===== src/rtl/lsu_pipelined.sv =====
// In-order load/store unit: buffers EX-stage requests, issues one per cycle to data
// memory, tracks loads across the fixed read latency and drives register writeback.
module lsu_pipelined #(
    parameter int DATA_W  = 64,
    parameter int ADDR_W  = 32,
    parameter int RF_AW   = 5,
    parameter int DEPTH   = 4,
    parameter int MEM_LAT = 2
) (
    input  logic                clk,
    input  logic                reset,
    input  logic                req_valid,
    output logic                req_ready,
    input  logic                req_we,
    input  logic [ADDR_W-1:0]   req_addr,
    input  logic [DATA_W-1:0]   req_wdata,
    input  logic [DATA_W/8-1:0] req_be,
    input  logic [RF_AW-1:0]    req_rd,
    input  logic [2:0]          req_ppp,
    output logic                mem_en,
    output logic                mem_wr_en,
    output logic [ADDR_W-1:0]   mem_addr,
    output logic [DATA_W-1:0]   mem_wdata,
    output logic [DATA_W/8-1:0] mem_be,
    input  logic                mem_ready,
    input  logic [DATA_W-1:0]   mem_rdata,
    output logic                wb_valid,
    output logic [RF_AW-1:0]    wb_rd,
    output logic [2:0]          wb_ppp,
    output logic [DATA_W-1:0]   wb_data,
    input  logic [RF_AW-1:0]    qry_ra,
    input  logic [RF_AW-1:0]    qry_rb,
    output logic                load_hazard,
    output logic                idle
);
    localparam int BE_W = DATA_W / 8;
    localparam int AW   = $clog2(DEPTH);
    localparam int PW   = AW + 1;

    typedef struct packed {
        logic              we;
        logic [ADDR_W-1:0] addr;
        logic [DATA_W-1:0] wdata;
        logic [BE_W-1:0]   be;
        logic [RF_AW-1:0]  rd;
        logic [2:0]        ppp;
    } req_t;

    // Handshakes: a transfer happens on a rising edge where valid && ready; the
    // request side holds fields stable while waiting, and mem_* stays stable
    // while mem_en && !mem_ready.
    req_t             q_mem [DEPTH];
    logic [PW-1:0]    wr_ptr, rd_ptr, count;
    logic             q_empty, push, pop, ld_acc;
    req_t             head;

    logic [MEM_LAT-1:0] trk_v;
    logic [RF_AW-1:0]   trk_rd  [MEM_LAT];
    logic [2:0]         trk_ppp [MEM_LAT];

    function automatic logic rd_hit(input logic [RF_AW-1:0] rd,
                                    input logic [RF_AW-1:0] ra,
                                    input logic [RF_AW-1:0] rb);
        return ((ra != '0) && (rd == ra)) || ((rb != '0) && (rd == rb));
    endfunction

    assign count     = wr_ptr - rd_ptr;
    assign q_empty   = (count == '0);
    assign req_ready = reset && (count < PW'(DEPTH));
    assign push      = req_valid && req_ready;
    assign head      = q_mem[rd_ptr[AW-1:0]];
    assign pop       = !q_empty && mem_ready;
    assign ld_acc    = pop && !head.we;

    always_ff @(posedge clk) begin
        if (!reset) begin
            wr_ptr <= '0;
            rd_ptr <= '0;
        end else begin
            if (push) wr_ptr <= wr_ptr + PW'(1);
            if (pop)  rd_ptr <= rd_ptr + PW'(1);
        end
    end

    // Storage needs no reset: entries are only observed inside the valid window.
    always_ff @(posedge clk) begin
        if (push) q_mem[wr_ptr[AW-1:0]] <= {req_we, req_addr, req_wdata, req_be, req_rd, req_ppp};
    end

    always_ff @(posedge clk) begin
        if (!reset) begin
            trk_v <= '0;
        end else begin
            trk_v[0] <= ld_acc;
            for (int i = 1; i < MEM_LAT; i++) trk_v[i] <= trk_v[i-1];
        end
    end

    always_ff @(posedge clk) begin
        trk_rd[0]  <= head.rd;
        trk_ppp[0] <= head.ppp;
        for (int i = 1; i < MEM_LAT; i++) begin
            trk_rd[i]  <= trk_rd[i-1];
            trk_ppp[i] <= trk_ppp[i-1];
        end
    end

    always_comb begin
        mem_en    = 1'b0;
        mem_wr_en = 1'b0;
        mem_addr  = '0;
        mem_wdata = '0;
        mem_be    = '0;
        if (!q_empty) begin
            mem_en    = 1'b1;
            mem_wr_en = head.we;
            mem_addr  = head.addr;
            mem_wdata = head.we ? head.wdata : '0;
            mem_be    = head.we ? head.be : '1;
        end
    end

    assign wb_valid = trk_v[MEM_LAT-1];
    assign wb_rd    = wb_valid ? trk_rd[MEM_LAT-1] : '0;
    assign wb_ppp   = wb_valid ? trk_ppp[MEM_LAT-1] : '0;
    assign wb_data  = wb_valid ? mem_rdata : '0;

    // A load is a hazard from enqueue until (and including) its writeback cycle.
    always_comb begin
        logic [AW-1:0] idx;
        idx         = '0;
        load_hazard = 1'b0;
        for (int k = 0; k < DEPTH; k++) begin
            idx = rd_ptr[AW-1:0] + AW'(k);
            if ((PW'(k) < count) && !q_mem[idx].we && rd_hit(q_mem[idx].rd, qry_ra, qry_rb))
                load_hazard = 1'b1;
        end
        for (int i = 0; i < MEM_LAT; i++) begin
            if (trk_v[i] && rd_hit(trk_rd[i], qry_ra, qry_rb)) load_hazard = 1'b1;
        end
    end

    assign idle = q_empty && (trk_v == '0);

endmodule


===== config.mk =====
export PLATFORM = sky130hd
export DESIGN_NAME = lsu_pipelined
export DESIGN_NICKNAME = d
export VERILOG_FILES = /design/src/rtl/lsu_pipelined.sv
export SDC_FILE = /design/constraint.sdc
export NUM_CORES = 1
export LEC_CHECK = 0
export ABC_AREA = 0
export ABC_CLOCK_PERIOD_IN_PS = 5960
export CAP_MARGIN = 20
export CELL_PAD_IN_SITES_DETAIL_PLACEMENT = 1
export CELL_PAD_IN_SITES_GLOBAL_PLACEMENT = 2
export CORE_UTILIZATION = 38
export CTS_CLUSTER_DIAMETER = 150
export DETAILED_ROUTE_END_ITERATION = 12
export MAX_ROUTING_LAYER = met4
export PLACE_DENSITY = 0.81
export SYNTH_ARGS = -nofsm -noshare
export SYNTH_HDL_FRONTEND = slang
export SYNTH_SLANG_ARGS = --single-unit

===== constraint.sdc =====
create_clock -name clk -period 5.96 [get_ports clk]
set_clock_uncertainty 0.1 [all_clocks]
set_input_delay 0.596 -clock clk [delete_from_list [all_inputs] [get_ports clk]]
set_output_delay 0.596 -clock clk [all_outputs]
set_load 0.005 [all_outputs]

# After elaboration in Yosys (flattened, before gate mapping)
# Memory sizes are Yosys's and may differ from the RTL's. A register that Yosys moved wholly into a read port is not among the register bits.
# Cells that the tools add are included.
classes:
  n_addsub: 6
  order_cmp: 5
  n_eq_ne: 12
  muxes: 20
  n_reduce_logical: 42
ops:
  columns: ["op", "count"]
  rows:
  - ["two-way mux 64 bit", 3]
  - ["equality test 5 bit", 12]
  - ["two-way mux 32 bit", 1]
  - ["logical AND 1 bit", 27]
  - ["two-way mux 8 bit", 2]
  - ["two-way mux 1 bit", 10]
  - ["nonzero test 5 bit", 2]
  - ["adder 3 x 1 -> 3 bit, second input constant", 2]
  - ["logical OR 1 bit", 6]
  - ["less-than comparator 1 x 3 -> 1 bit, first input constant", 2]
  - ["less-than comparator 2 x 3 -> 1 bit, first input constant", 2]
  - ["zero test 1 bit", 5]
  - ["two-way mux 5 bit", 1]
  - ["adder 2 bit, second input constant", 2]
  - ["two-way mux 2 bit", 2]
  - ["zero test 3 bit", 1]
  - ["less-than comparator 3 bit, second input constant", 1]
  - ["two-way mux 3 bit", 1]
  - ["subtractor 3 bit", 1]
  - ["adder 2 x 1 -> 2 bit, second input constant", 1]
  - ["zero test 2 bit", 1]
word_totals:
  ff_bits: 8
  ram_bits: 468
  word_cells: 91
  n_memories: 3
mem_list:
  columns: ["memory", "depth", "width", "read_ports", "rd_clocked_by_memory_dff", "write_ports", "line", "source"]
  rows:
  - ["q_mem", 4, 113, 4, 1, 1, "52", "req_t q_mem [DEPTH];"]
  - ["trk_rd", 2, 5, 2, 0, 2, "58", "logic [RF_AW-1:0] trk_rd [MEM_LAT];"]
  - ["trk_ppp", 2, 3, 2, 0, 2, "59", "logic [2:0] trk_ppp [MEM_LAT];"]

# Depth between registers and ports, before layout
# Gate-level depths: netlist of the first run.
# An unclocked memory read counts as a cell.
logic_depth:
  depth_word: 11
  mapped_depth: 11
  mapped_depth_nobuf: 9

# Worst setup path before layout of the first run
# No wires, ideal clock.
synth_timing:
  kind: "flip-flop to flip-flop"
  from: "reg wr_ptr[0]"
  to: "reg wr_ptr[2]"
  setup_ps: 117
  t_arrival_ps: 4701
  required_time_ps: 5743
  slack_ps: 1042
  stages_incl_launch_ff: 10
  synth_period_minus_slack_ps: 4918
  cell_sequence: "dfxtp_1 > inv_1 > ha_1 > fa_1 > xnor3_1 > and2_1 > clkbuf_1 > and3_1 > xor2_1 > and2_1"
synth_between:
  elab_chain_len: 4
  word_cells_on_any_way: 5
  classes_between: "add/sub: 2; order compare: 1; reduce/logical: 2"
synth_rtl:
  columns: ["item", "line", "source"]
  rows:
  - ["start: declaration", "53", "logic [PW-1:0] wr_ptr, rd_ptr, count;"]
  - ["start signal: assignment", "80", "if (push) wr_ptr <= wr_ptr + PW'(1);"]
  - ["subtractor 3 bit", "67", "assign count = wr_ptr - rd_ptr;"]
  - ["less-than comparator 3 bit", "69", "assign req_ready = reset && (count < PW'(DEPTH));"]
  - ["logical AND 1 bit", "69", null]
  - ["net req_ready", "13", "output logic req_ready,"]
  - ["logical AND 1 bit", "70", "assign push = req_valid && req_ready;"]
# The timed path passes the listed nets, and every way through them passes these cells.
# A chain may end at the register's enable or synchronous reset.

# Worst setup path in the final report of the first run
layout_timing:
  from: "reg wr_ptr[0]"
  to: "out mem_wdata[58]"
layout_between:
  elab_chain_len: 3
layout_rtl:
  columns: ["item", "line", "source"]
  rows:
  - ["subtractor 3 bit", "67", null]
  - ["zero test 3 bit", "68", "assign q_empty = (count == '0);"]
  - ["two-way mux 64 bit", "114", "if (!q_empty) begin"]
  - ["end: declaration", "23", "output logic [DATA_W-1:0] mem_wdata,"]
# Every way passes these cells.

==> metrics, run 1 <==
outcome=finished clean; Critical Path AT=4.26 ns; Worst-path clk slew=0.06 ns; Hold/Removal Path Class=flop to flop; setup slack, reg-to-reg=2.45 ns; CTS root buf=clkbuf_16; FF+latch area=14,100 um^2; count leader, synth=edfxtp_1; Routed Antenna Nets=0; Worst-Margin Slew=1.13 ns; ratio of cells with drive above 1 in the final layout=15.6%; Synth Flop Type=edfxtp_1; Adder-Cell Fraction of Synth Area=0.487%; top post-synthesis cells by count=452 x edfxtp_1, 123 x mux4_2, 108 x and2_1; post-synthesis register bit count=478; asr flop ratio synth=0%; CTS Buffer Depth=3; drc violations=0; min-delay src=trk_ppp[0][1]; yosys warns=0; via count=10,500; hold buffer count at cts=0; Mean Syn Cell Area=19.5 um^2; Post-Syn Area=19,500 um^2; fillers=4,696; Yosys cell types=38; GRT Total Usage=18.9%; minimum clock period=4.96 ns; routed vias/inst=5.00; DP Area=24,000 um^2; CORE AREA=50,500 um^2; # setup viols final=0; largest net degree at the start of global routing=69; TritonCTS sink count=478; GRT Residual Overflow=0; crit end category=output port; RSZ-0062 raised after global routing=false; die height=229 um; hpwl dp=30,700 um; post-synthesis simple-gate area fraction=7.32%; Max Clk Rate=202 MHz; Critical Path Start Type=flop; worst-path fanout max=34; worst r2r src=wr_ptr[0]; main combinational cell family by area after synthesis=multiplexers; Cells after DPL=2,001; Hold Violations, Final=0; Max transition margin=24.4%; Critical Path RT=5.26 ns; Num CTS Buffers=50; final instance area=25,700 um^2; PD cells=436 nW/um^2; Hold EP=trk_ppp[0][4]; footprint of the multi-input gates=5170 um^2; H-tree levels=2; Leak=8.14 nW; Synth top area share=69.5%; Die W=229 um; per-cell routed wire length=22.8 um; Post-Synth XOR/XNOR Area=2.85%; # Post-CTS Setup Buffers=0; CTS tree=yes; post-CTS sizing=0; Period Utilization, post-route=83.2%; Layout Nets=1,579; Port Buf Inserts=372; register area share after synthesis=72.2%; RePlAce Congestion=0.794; worst skew pair latency=0.57 ns; syn nets=1,199; final cell count without fillers=2,096; setup TNS=0 ns; EDFF count, synth=452; die area=52,300 um^2; Max IR drop VDD=263 uV; num ports=373; Hold Crit Depth=0; Synth area leaders=edfxtp_1 69%, mux4_2 14%, and2_1 3.5%; Final Slew Violations=0; row cnt=82; compound-gate portion of the synthesized area=0.346%; mux share of post-synthesis cell area=15.3%; initial antenna violation count=6; cell taking the most area after synthesis=edfxtp_1; Total Wirelength=47,800 um; First-pass DRT Iterations=5; vias in the first global route=11,400; final core utilization=50.8%; Mapped Cells=1,001; Worst R2R Path Depth=7; Reg2Reg Capture Point=q_mem[2][44]; Setup Crit Path Kind=flop to output port; Max Cap Violations=0; Syn-to-layout area delta=31.4%; first-pass GRT wire length=71,800 um; Initial Util=38.7%; initial drt markers=496
-- registers in the layout (all words and copies together), names as in the netlist, named ones only --
signal	count
trk_ppp	6
rd_ptr	3
wr_ptr	3
q_mem	452
trk_rd	10
trk_v	2
-- cells in the final DEF (no fill, tap or decap), drive strengths merged --
master and instances:
nor2 21, clkinvlp 1, o211ai 1, nor2b 68, nand3 9, nor3 5
nor4 5, nand2b 1, diode 6, a211oi 1, clkbuf 59, a2111oi 1
and2 108, buf 18, dfxtp 26, or2 1, edfxtp 452, xor2 22
bufinv 6, inv 7, or3 2, clkdlybuf4s50 372, mux2i 2, xnor2 39
clkinv 21, xnor3 1, a311oi 1, mux2 2, nand4 5, nand2 8
mux4 130, ha 6, o21ai 5, and3 6, fa 1, a21oi 2
or4 3
-- cells by family (layout without fill, tap and decap cells) --
logic type / after synthesis / after routing
other: 0 / 6
xor gates and xnor gates: 62 / 62
AOI/OAI and AO/OA: 11 / 11
and+or+nand+nor: 242 / 242
buffers and inverters: 67 / 484
DFF: 478 / 478
adders and majority gates: 7 / 7
muxes: 134 / 134
-- metal layers --
metal | vias up | GRT usage, % | part of all wire (%) | routed length [um]
met2 | 386 | 33.0 | 52 | 24800
met5 | - | - | 0 | 0
met4 | 0 | 4.45 | 1.8 | 841
li1 | 4701 | - | - | -
met1 | 5329 | 21.6 | 39 | 18800
met3 | 60 | 5.00 | 7.0 | 3340
-- cell type report --
type                       instances  share of cell area (%)
sequential                       478                    54.9
multi-input combinational        456                    20.1
timing repair buffer             390                    15.2
clock buffer                      59                    5.09
tap                              672                    3.28
clock inverter                    30                    1.24
inverter                           5                  0.0731
antenna                            6                  0.0585
-- per-stage QoR --
step                hold slack (ns)  total power [mW]  setup WS (ns)
finish                        0.230              11.2           1.00
detailed placement            0.218              8.27           1.49
global route                  0.245              11.7          0.669
global placement              0.217              8.23           1.68
floorplan                     0.210              6.21           1.04
CTS                           0.232              11.4          0.847
-- where the power goes --
part | total [mW] | leakage [nW] | switching, mW | internal (mW)
Combinational | 3.98 | 3.04 | 1.77 | 2.21
Sequential | 4.13 | 4.32 | 0.168 | 3.96
Clock | 3.09 | 0.791 | 1.27 | 1.82
Total | 11.2 | 8.14 | 3.20 | 8.00
-- worst max-delay path by stage --
stage | start | endpoint | slack, ns
CTS | wr_ptr[0] | mem_wdata[58] | 0.85
finish | wr_ptr[0] | mem_wdata[58] | 1.00
floorplan | wr_ptr[0] | wr_ptr[2] | 1.04
global placement | wr_ptr[0] | mem_wdata[36] | 1.68
detailed placement | wr_ptr[0] | mem_wdata[13] | 1.49
global route | wr_ptr[0] | mem_wdata[17] | 0.67
-- worst max-delay path: stages (launching register included) --
cell,delay [ns]
dfxtp_1,0.41
inv_1,0.12
ha_1,0.23
fa_1,0.37
xnor3_1,0.29
and3_1,0.49
inv_2,0.10
nand2b_2,0.60
buf_4,0.47
nor2b_1,0.12
clkdlybuf4s50_1,0.46
Note: power is estimated with default switching activity, not from simulation.
==> inputs of run 2 (changes only) <==
--- a/config.mk
+++ b/config.mk
@@ -6,15 +6,15 @@
 export NUM_CORES = 1
 export LEC_CHECK = 0
 export ABC_AREA = 0
-export ABC_CLOCK_PERIOD_IN_PS = 5960
+export ABC_CLOCK_PERIOD_IN_PS = 4000
 export CAP_MARGIN = 20
 export CELL_PAD_IN_SITES_DETAIL_PLACEMENT = 1
 export CELL_PAD_IN_SITES_GLOBAL_PLACEMENT = 2
-export CORE_UTILIZATION = 38
+export CORE_UTILIZATION = 35
 export CTS_CLUSTER_DIAMETER = 150
 export DETAILED_ROUTE_END_ITERATION = 12
 export MAX_ROUTING_LAYER = met4
-export PLACE_DENSITY = 0.81
+export PLACE_DENSITY = 0.79
 export SYNTH_ARGS = -nofsm -noshare
 export SYNTH_HDL_FRONTEND = slang
 export SYNTH_SLANG_ARGS = --single-unit
==> constraint.sdc (replaced) <==
create_clock -name clk -period 4 [get_ports clk]
set_clock_uncertainty 0.1 [all_clocks]
set_input_delay 0.4 -clock clk [delete_from_list [all_inputs] [get_ports clk]]
set_output_delay 0.4 -clock clk [all_outputs]
set_load 0.005 [all_outputs]
==> run 2 against run 1 <==
Against the previous run: core utilization shrank 3.7 points; worst setup slack lost 0.83 ns; non-clock buffer count grew 18; critical path depth is the same; wire length shrank 1.3%; count of clock-buffer cells in the layout shrank 5.
==> metrics, run 2 (synthesis results as in run 1) <==
outcome=finished clean; drc violations=0 (unchanged); via count=10,500 (+0.24%); Num CTS Buffers=49 (-2.0%); sequential share of power=36.1% (-0.8 points); RePlAce Congestion=0.771 (-2.9%); vias in the first global route=11,400 (-0.65%); H-tree levels=2 (unchanged); num ports=373 (unchanged); worst hold slack=0.228 ns (-0.00271 ns); GRT Residual Overflow=0 (unchanged); CTS Buffer Depth=3 (unchanged); routed vias/inst=4.79 (-4.1%); Syn-to-layout area delta=33.0%; first-pass GRT wire length=69,800 um (-2.8%); Worst-Margin Slew=0.694 ns (-0.439 ns); Initial Util=35.5% (-3.2 points); Port Buf Inserts=372 (unchanged); Clock power frac=27.1% (-0.5 points); Max Cap Violations=0 (unchanged); GRT Total Usage=17.0% (-1.9 points); hold buffer count at cts=0 (unchanged); setup TNS=0 ns (unchanged); Worst-path clk slew=0.06 ns (about the same); initial antenna violation count=9 (+3); Max Clk Rate=262 MHz; Setup Crit Path Kind=flop to output port; Layout Nets=1,596 (+1.1%); setup slack, reg-to-reg=1.06 ns (-1.39 ns); PD cells=649 nW/um^2 (+49%); Die W=238 um (+4.2%); most frequent cells in the layout=452 x edfxtp_1, 371 x clkdlybuf4s50_1, 123 x mux4_2; TritonCTS sink count=478 (unchanged); Final Slew Violations=0 (unchanged); CTS tree=yes; die height=238 um (+4.2%); worst setup path startpoint=wr_ptr[0]; Period Utilization, post-route=95.6%; Comb pwr share=36.8% (+1.3 points); row cnt=86 (+4.9%); largest net degree at the start of global routing=79 (+14%); Sw Ratio=28.6% (about the same); final instance area=26,000 um^2 (+1.2%); Max transition margin=53.7% (+29 points); Leak=8.25 nW (+1.3%); RSZ-0062 raised after global routing=false; max reg flops=452 (unchanged); per-cell routed wire length=21.5 um (-5.6%); initial drt markers=465 (-6.3%); Total Wirelength=47,200 um (-1.3%); CTS root buf=clkbuf_16; die area=56,800 um^2 (+8.5%); Worst R2R Path Depth=7 (unchanged); worst skew pair latency=0.58 ns (about the same); DP Area=24,300 um^2 (+1.1%); footprint of the multi-input gates=5180 um^2 (+0.29%); fillers=5,227 (+11%); First-pass DRT Iterations=4 (-1); commonest non-fill, non-tap cell in the layout=edfxtp_1; Reg2Reg Capture Point=q_mem[1][83]; Critical Path Start Type=flop; Hold/Removal Path Class=flop to flop; # setup viols final=0 (unchanged); Net Switching=4.83 mW (+51%); CORE AREA=55,100 um^2 (+9.1%); Critical Path AT=3.32 ns (-0.94 ns); worst-path fanout max=21 (-38%); minimum clock period=3.82 ns; Pint=12.0 mW (+51%); Hold Violations, Final=0 (unchanged); Critical Path RT=3.50 ns (-1.76 ns); Max IR drop VDD=459 uV (+75%); ratio of cells with drive above 1 in the final layout=17.4% (+1.8 points); Setup crit end=mem_addr[20]; crit end category=output port; hpwl dp=30,300 um (-1.2%); worst r2r src=wr_ptr[0]; FF+latch area=14,100 um^2 (about the same); Routed Antenna Nets=0 (unchanged)
run 2: cell types whose count changed in the layout (fill, tap and decap cells not counted), moves of 3 or more:
cell	delta
clkinv_1	-4
clkinvlp_4	+4
clkbuf_1	-3
clkinv_2	+4
buf_12	+5
buf_4	+11
run 2: per-layer routing:
metal | GRT usage (%) | wire length, um | vias up
met2 | 28.7 | 23900 | 337
li1 | - | - | 4737
met3 | 5.33 | 3710 | 54
met4 | 3.87 | 726 | 0
met1 | 19.8 | 18900 | 5373
met5 | - | 0 | -
run 2: repair_timing:
| item | in CTS | in global routing |
|---|---|---|
| setup buffers | 2 | 0 |
| endpoints found under the hold margin | 0 | 0 |
| setup endpoints to repair | 93 | 84 |
| gates resized for setup | 5 | 5 |
run 2: power by group through the flow:
| stage | Combinational [mW] | Sequential, mW | Clock [mW] |
|---|---|---|---|
| global placement | 6.21 | 6.17 | 0 |
| CTS | 6.39 | 6.10 | 4.70 |
| finish | 6.21 | 6.09 | 4.57 |
| detailed placement | 6.23 | 6.20 | 0 |
| floorplan | 3.12 | 6.11 | 0 |
| global route | 6.72 | 6.13 | 4.86 |
run 2: area by class of cell:
cell class,instances,area share [%]
diodes,8,0.0770
clock buffers,54,4.79
clock inverters,34,1.45
inverters,5,0.0819
multi-input cells,456,19.9
flip-flops and latches,478,54.3
well taps,748,3.60
repair buffers,408,15.8
run 2: worst min path at each step:
stage,cells past startpoint,start,end
after floorplan,0,trk_ppp[0][0],trk_ppp[0][3]
after global placement,0,trk_ppp[0][0],trk_ppp[0][3]
after detailed placement,0,trk_ppp[0][1],trk_ppp[0][4]
after CTS,0,trk_ppp[0][1],trk_ppp[0][4]
after global routing,0,trk_ppp[0][1],trk_ppp[0][4]
final,0,trk_ppp[0][0],trk_ppp[0][3]
run 2: per-stage QoR:
stage / setup slack (ns) / cells / power, mW / util (%)
floorplan: 0.375 / 1001 / 9.23 / -
global placement: 0.381 / 2093 / 12.4 / 44.1
detailed placement: 0.350 / 2093 / 12.4 / 44.1
CTS: 0.00830 / 2183 / 17.2 / 47.1
global route: 0.0127 / 2191 / 17.7 / 47.2
finish: 0.177 / 2191 / 16.9 / 47.2
run 2: critical path, cell delays in order (launching register included):
cell and delay, ns:
dfxtp_2 0.36, inv_1 0.08, ha_1 0.21, fa_1 0.39
xnor3_1 0.26, and3_1 0.25, inv_4 0.09, buf_12 0.13
buf_4 0.24, and2_1 0.20, clkdlybuf4s50_1 0.52
